==> config.mk <==
export PLATFORM = sky130hd
export DESIGN_NAME = rv_reg_imm_alu_flat
export DESIGN_NICKNAME = d
export VERILOG_FILES = /design/src/rtl/rv_reg_imm_alu_pkg.sv /design/src/rtl/rv_reg_imm_alu_if.sv /design/src/rtl/rv_regfile.sv /design/src/rtl/rv_reg_imm_alu.sv /design/src/flat_wrapper.sv
export SDC_FILE = /design/constraint.sdc
export NUM_CORES = 2
export LEC_CHECK = 0
export ABC_CLOCK_PERIOD_IN_PS = 19960
export BUFFER_PORTS_ARGS = -buffer_cell sky130_fd_sc_hd__buf_2
export CAP_MARGIN = 40
export CORE_MARGIN = 2
export CORE_UTILIZATION = 55
export CTS_BUF_LIST = sky130_fd_sc_hd__clkbuf_2
export DETAILED_ROUTE_END_ITERATION = 10
export PLACE_DENSITY = 0.72
export SYNTH_ARGS = -nofsm -noshare
export SYNTH_HDL_FRONTEND = slang
export SYNTH_SLANG_ARGS = --single-unit
==> constraint.sdc <==
create_clock -name iCLK -period 19.96 [get_ports iCLK]
set_clock_uncertainty 0.15 [all_clocks]
set_input_delay 1.996 -clock iCLK [delete_from_list [all_inputs] [get_ports iCLK]]
set_output_delay 1.996 -clock iCLK [all_outputs]
set_load 0.1 [all_outputs]
==> src/rtl/rv_reg_imm_alu_pkg.sv <==
// rv_reg_imm_alu_pkg: opcode, ALU code and reset-value constants for the execute core
package rv_reg_imm_alu_pkg;
  localparam logic [6:0] OPC_LOAD   = 7'b0000011;
  localparam logic [6:0] OPC_OPIMM  = 7'b0010011;
  localparam logic [6:0] OPC_JALR   = 7'b1100111;
  localparam logic [6:0] OPC_STORE  = 7'b0100011;
  localparam logic [6:0] OPC_BRANCH = 7'b1100011;
  localparam logic [6:0] OPC_JAL    = 7'b1101111;
  localparam logic [6:0] OPC_LUI    = 7'b0110111;
  localparam logic [6:0] OPC_AUIPC  = 7'b0010111;
  typedef enum logic [2:0] {
    ALU_AND = 3'b000,
    ALU_OR  = 3'b001,
    ALU_ADD = 3'b010,
    ALU_XOR = 3'b011,
    ALU_SLL = 3'b100,
    ALU_SRL = 3'b101,
    ALU_SUB = 3'b110,
    ALU_SLT = 3'b111
  } alu_op_e;
  localparam logic [31:0] SP_RESET_DEF = 32'h0000_03FC;
  localparam logic [31:0] GP_RESET_DEF = 32'h0000_0000;
endpackage

==> src/rtl/rv_reg_imm_alu_if.sv <==
// rv_reg_imm_alu_if: instruction/writeback inputs and operand/result outputs of the execute core
interface rv_reg_imm_alu_if;
  logic [31:0] iInstr;
  logic        iRegWrite;
  logic [31:0] iWriteData;
  logic        iALUSrc;
  logic [2:0]  iALUControl;
  logic [4:0]  iRegDispSelect;
  logic [31:0] oReadData1;
  logic [31:0] oReadData2;
  logic [31:0] oImm;
  logic [31:0] oALUResult;
  logic        oZero;
  logic [31:0] oRegDisp;
  modport master (
    output iInstr, iRegWrite, iWriteData, iALUSrc, iALUControl, iRegDispSelect,
    input  oReadData1, oReadData2, oImm, oALUResult, oZero, oRegDisp
  );
  modport slave (
    input  iInstr, iRegWrite, iWriteData, iALUSrc, iALUControl, iRegDispSelect,
    output oReadData1, oReadData2, oImm, oALUResult, oZero, oRegDisp
  );
endinterface

==> src/rtl/rv_regfile.sv <==
// rv_regfile: 32x32 register file, x0 hardwired to 0, three combinational read ports without bypass
module rv_regfile
  import rv_reg_imm_alu_pkg::*;
#(
  parameter logic [31:0] SP_RESET = SP_RESET_DEF,
  parameter logic [31:0] GP_RESET = GP_RESET_DEF
) (
  input  logic        iCLK,
  input  logic        iRST,
  input  logic        we,
  input  logic [4:0]  wa,
  input  logic [31:0] wd,
  input  logic [4:0]  ra1,
  input  logic [4:0]  ra2,
  input  logic [4:0]  ra3,
  output logic [31:0] rd1,
  output logic [31:0] rd2,
  output logic [31:0] rd3
);
  logic [31:0] regs_q [32];
  logic [31:0] regs_d [32];
  // next state: apply the write unless it targets x0
  always_comb begin
    regs_d = regs_q;
    if (we && wa != 5'd0) regs_d[wa] = wd;
  end
  // register array with asynchronous reset to the pointer defaults
  always_ff @(posedge iCLK or negedge iRST) begin
    if (!iRST) begin
      for (int i = 0; i < 32; i++) regs_q[i] <= (i == 2) ? SP_RESET : (i == 3) ? GP_RESET : 32'd0;
    end else begin
      regs_q <= regs_d;
    end
  end
  assign rd1 = regs_q[ra1];
  assign rd2 = regs_q[ra2];
  assign rd3 = regs_q[ra3];
endmodule

==> src/rtl/rv_reg_imm_alu.sv <==
// rv_reg_imm_alu: register file, immediate generator and ALU of the single-cycle RV32I datapath
module rv_reg_imm_alu
  import rv_reg_imm_alu_pkg::*;
#(
  parameter logic [31:0] SP_RESET = SP_RESET_DEF,
  parameter logic [31:0] GP_RESET = GP_RESET_DEF
) (
  input logic iCLK,
  input logic iRST,
  rv_reg_imm_alu_if.slave bus
);
  logic [31:0] instr, imm, a, b, res;
  alu_op_e     op;
  assign instr = bus.iInstr;
  rv_regfile #(.SP_RESET(SP_RESET), .GP_RESET(GP_RESET)) u_rf (
    .iCLK (iCLK),
    .iRST (iRST),
    .we   (bus.iRegWrite),
    .wa   (instr[11:7]),
    .wd   (bus.iWriteData),
    .ra1  (instr[19:15]),
    .ra2  (instr[24:20]),
    .ra3  (bus.iRegDispSelect),
    .rd1  (a),
    .rd2  (bus.oReadData2),
    .rd3  (bus.oRegDisp)
  );
  // immediate generation by instruction format
  always_comb begin
    imm = 32'd0;
    case (instr[6:0])
      OPC_LOAD, OPC_OPIMM, OPC_JALR: imm = {{20{instr[31]}}, instr[31:20]};
      OPC_STORE:                     imm = {{20{instr[31]}}, instr[31:25], instr[11:7]};
      OPC_BRANCH:                    imm = {{20{instr[31]}}, instr[7], instr[30:25], instr[11:8], 1'b0};
      OPC_JAL:                       imm = {{12{instr[31]}}, instr[19:12], instr[20], instr[30:21], 1'b0};
      OPC_LUI, OPC_AUIPC:            imm = {instr[31:12], 12'd0};
      default:                       imm = 32'd0;
    endcase
  end
  assign b  = bus.iALUSrc ? imm : bus.oReadData2;
  assign op = alu_op_e'(bus.iALUControl);
  // ALU operation select; add/sub wrap modulo 2^32
  always_comb begin
    res = 32'd0;
    case (op)
      ALU_AND: res = a & b;
      ALU_OR:  res = a | b;
      ALU_ADD: res = a + b;
      ALU_XOR: res = a ^ b;
      ALU_SLL: res = a << b[4:0];
      ALU_SRL: res = a >> b[4:0];
      ALU_SUB: res = a - b;
      ALU_SLT: res = {31'd0, $signed(a) < $signed(b)};
      default: res = 32'd0;
    endcase
  end
  assign bus.oReadData1 = a;
  assign bus.oImm       = imm;
  assign bus.oALUResult = res;
  assign bus.oZero      = (res == 32'd0);
endmodule

==> src/flat_wrapper.sv <==
// flat-port wrapper written by rule: the top's interface ports become plain ports
module rv_reg_imm_alu_flat import rv_reg_imm_alu_pkg::*;
#(
  parameter logic [31:0] SP_RESET = SP_RESET_DEF,
  parameter logic [31:0] GP_RESET = GP_RESET_DEF
)
  (iCLK, iRST, bus_iInstr, bus_iRegWrite, bus_iWriteData, bus_iALUSrc, bus_iALUControl, bus_iRegDispSelect, bus_oReadData1, bus_oReadData2, bus_oImm, bus_oALUResult, bus_oZero, bus_oRegDisp);
  rv_reg_imm_alu_if bus_i ();
  input logic iCLK;
  input logic iRST;
  input wire logic [$bits(bus_i.iInstr)-1:0] bus_iInstr;
  input wire logic [$bits(bus_i.iRegWrite)-1:0] bus_iRegWrite;
  input wire logic [$bits(bus_i.iWriteData)-1:0] bus_iWriteData;
  input wire logic [$bits(bus_i.iALUSrc)-1:0] bus_iALUSrc;
  input wire logic [$bits(bus_i.iALUControl)-1:0] bus_iALUControl;
  input wire logic [$bits(bus_i.iRegDispSelect)-1:0] bus_iRegDispSelect;
  output wire logic [$bits(bus_i.oReadData1)-1:0] bus_oReadData1;
  output wire logic [$bits(bus_i.oReadData2)-1:0] bus_oReadData2;
  output wire logic [$bits(bus_i.oImm)-1:0] bus_oImm;
  output wire logic [$bits(bus_i.oALUResult)-1:0] bus_oALUResult;
  output wire logic [$bits(bus_i.oZero)-1:0] bus_oZero;
  output wire logic [$bits(bus_i.oRegDisp)-1:0] bus_oRegDisp;
  assign bus_i.iInstr = bus_iInstr;
  assign bus_i.iRegWrite = bus_iRegWrite;
  assign bus_i.iWriteData = bus_iWriteData;
  assign bus_i.iALUSrc = bus_iALUSrc;
  assign bus_i.iALUControl = bus_iALUControl;
  assign bus_i.iRegDispSelect = bus_iRegDispSelect;
  assign bus_oReadData1 = bus_i.oReadData1;
  assign bus_oReadData2 = bus_i.oReadData2;
  assign bus_oImm = bus_i.oImm;
  assign bus_oALUResult = bus_i.oALUResult;
  assign bus_oZero = bus_i.oZero;
  assign bus_oRegDisp = bus_i.oRegDisp;
  rv_reg_imm_alu #(.SP_RESET(SP_RESET), .GP_RESET(GP_RESET)) u_core (.iCLK(iCLK), .iRST(iRST), .bus(bus_i));
endmodule
==> impl_metrics.tcl <==
set metrics [dict create \
    status "finished clean" \
    finalNonFillerCells 7696 \
    detailedPlace.worstSlack_ns 6.568 \
    hold_path.class "input pin to asynchronous set/reset pin" \
    ys.flop_type "dfrtp_1" \
    slew_headroom_pct 23.10 \
    grt_max_degree 168 \
    seq_area_um2 25630 \
    startpoint_type "input pin" \
    cts.path.max_buffers 4 \
    via_per_inst 7.382 \
    wl_per_cell_um 35.15 \
    regMostFlops "u_core.u_rf.regs_q" \
    ios 237 \
    drtIter0Drc 8168 \
    cts_hold_buf 0 \
    drv_slew 0 \
    synth_area_um2 71450 \
    synth_enable_flop_cells 0 \
    setup_viol 0 \
    first_global_vias 56210 \
    fin_hold_ws_ns 0.2755 \
    grt_setup_unrepaired "false" \
    end_kind "output port" \
    fp.dieH_um 364.4 \
    dieArea_um2 132800 \
    critPathMaxFanout 79 \
    core_um2 129200 \
    ys_seq_elements 1024 \
    cts_made_buffers 282 \
    largest_reg_flops 1024 \
    finalCritPeriodShare_pct 68.11 \
    grt_use_total_pct 40.79 \
    max_freq_mhz 73.56 \
    drive_above_1_share_pct 45.24 \
    ant_nets 0 \
    cts-root-buf "clkbuf_2" \
    start_util_pct 55.32 \
    async_reset_ff_share_pct 100.0 \
    power_leakage_uw 0.03416 \
    synth_nets 5838 \
    dieWidth_um 364.4 \
    cts_setup_buffers 0 \
    synthCells 5663 \
    cap_violations 0 \
    grt_pass1_wl_um 391700 \
    hold_viol 0 \
    multi_input_area_um2 43160 \
    antenna_found_initial 29 \
    nFillCells 10450 \
    grt-ovfl-total 0 \
    port_buffers 236 \
    htree_levels 5 \
    wl_um 270500 \
    crit_required_ns 17.81 \
    fin_setup_tns_ns 0 \
    ys_types 89 \
    clock-sinks 1024 \
    syn2layout_area_growth_pct 8.393 \
    finish.net_count 5942 \
    dp_hpwl_um 174700 \
    critPathMaxStageDelay_ns 0.80 \
    worst_slew_pin_slew_ns 1.154 \
    firstDrtPassIters 9 \
    setup_ws_ns 6.365 \
    yosys_warnings 0 \
    placed_cells 7224 \
    drc 0 \
    path_clk_slew_ns 0.10 \
    cts_tree "built" \
    cts_resized 0 \
    syn_avg_cell_area_um2 12.62 \
    reg.largest.list "u_core.u_rf.regs_q x1024" \
    worst_skew_pair.late_latency_ns 1.64 \
    vias 56820 \
    period_minus_slack_ns 13.59 \
    critPathArrivalTime_ns 11.45 \
    finalWeightedCongestion 1.011 \
    crit_type "input pin to output port" \
    cellPowerDensity_nw_per_um2 92.36 \
    ys_seq_area_share_pct 35.88 \
    ir_worst_vdd_uv 65.11 \
    slowest_stage "buf_4" \
    row_count 132 \
]
[final timing paths]
kind	start	slack, ns	cells past startpoint	to
worst max-delay path	bus_iInstr[21]	6.37	27	bus_oZero
worst min-delay path	iRST	0.28	1	u_core.u_rf.regs_q[154]
worst max register to register	u_core.u_rf.regs_q[779]	18.95	1	u_core.u_rf.regs_q[779]
worst min register to register	u_core.u_rf.regs_q[1012]	0.28	0	u_core.u_rf.regs_q[1012]
max in group asynchronous	iRST	16.58	5	u_core.u_rf.regs_q[627]
min in group iCLK	u_core.u_rf.regs_q[1012]	0.28	0	u_core.u_rf.regs_q[1012]
[layout make-up]
cell class | instances | area share, %
repair buffers | 431 | 4.784
multi-input cells | 3902 | 55.73
clock buffers | 387 | 2.501
well taps | 1742 | 2.814
inverters | 126 | 0.6107
diodes | 13 | 0.04200
flip-flops and latches | 1024 | 33.10
clock inverters | 71 | 0.4233
[metal layers]
layer | wire length [um] | vias up | GRT usage [%]
met4 | 17570 | 32 | 23.10
met5 | 188 | - | 0.1816
met1 | 98150 | 29110 | 53.45
li1 | - | 22430 | -
met3 | 37890 | 978 | 15.12
met2 | 116700 | 4266 | 58.49
[cells in the final DEF, fill, tap and decap left out, types with 22 or more instances in the layout]
master and instances:
buf_16 45, mux4_2 692, nand2_1 151, a21o_1 22, nand4_1 35, buf_4 140, mux2i_1 436, a31oi_1 30
a211oi_1 26, buf_2 230, nor3_1 83, dfrtp_1 1016, o21ai_0 88, mux2_2 1065, a21oi_1 194, a22oi_1 195
clkinv_1 55, nor4_1 25, clkbuf_2 387, o32ai_1 24, inv_1 118, o21a_1 31, nor2_1 165, o22ai_1 33
ha_1 97, nand3_1 102
[cell usage after synthesis, types with 17 or more instances]
| cell type | n | area [um^2] |
|---|---|---|
| mux2i_1 | 436 | 4364 |
| clkbuf_1 | 423 | 1588 |
| o32ai_1 | 24 | 210.2 |
| nor2b_1 | 25 | 156.4 |
| a22oi_1 | 195 | 1464 |
| a21oi_1 | 194 | 970.9 |
| inv_1 | 118 | 442.9 |
| buf_1 | 113 | 424.2 |
| nor4_1 | 26 | 162.7 |
| nand2_1 | 167 | 626.9 |
| nor2_1 | 185 | 694.4 |
| nand4_1 | 35 | 219.0 |
| a31oi_1 | 30 | 187.7 |
| o21ai_0 | 88 | 440.4 |
| o21a_1 | 31 | 232.7 |
| dfrtp_1 | 1016 | 25420 |
| buf_2 | 48 | 240.2 |
| ha_1 | 97 | 1214 |
| nor3_1 | 86 | 430.4 |
| nand3_1 | 102 | 510.5 |
| mux2_2 | 1065 | 11990 |
| a21o_1 | 22 | 165.2 |
| a211oi_1 | 26 | 195.2 |
| and3_1 | 17 | 106.4 |
| or2_2 | 18 | 112.6 |
| o211ai_1 | 17 | 127.6 |
| o22ai_1 | 33 | 206.5 |
| mux4_2 | 692 | 15580 |
| xnor2_1 | 18 | 157.7 |
[per-stage QoR]
stage	power [uW]	utilization, %	cell area, um^2
finish	7153	59.97	77450
global route	7463	59.95	77420
CTS	7097	59.92	77390
detailed placement	5657	58.17	75120
global placement	5560	57.11	73760
floorplan	4851	-	71450
[logic make-up (layout without fill, tap and decap cells)]
group	count (synthesis)	count (layout)	synth area share, %
DFF	1024	1024	35.88
buffers and inverters	737	1015	4.166
xor gates and xnor gates	26	26	0.3187
muxes	2194	2194	44.72
AOI/OAI and AO/OA	840	840	8.088
other	0	13	0
and+or+nand+nor	743	743	5.071
adders and majority gates	99	99	1.755
[power by group]
| group | leakage, uW | switching [uW] | internal, uW |
|---|---|---|---|
| registers | 0.0131 | 397 | 2470 |
| clock network | 0.00178 | 912 | 543 |
| logic | 0.0193 | 1640 | 1200 |
| total | 0.0342 | 2950 | 4210 |
[critical path: cells and delay by family]
| family | cells | cell delay [ns] |
|---|---|---|
| AOI/OAI and AO/OA | 12 | 3.77 |
| buffers and inverters | 6 | 2.58 |
| and+or+nand+nor | 6 | 2.17 |
| adders and majority gates | 2 | 0.70 |
| xor gates and xnor gates | 1 | 0.16 |
No activity file was read; power rests on OpenSTA's default activity.
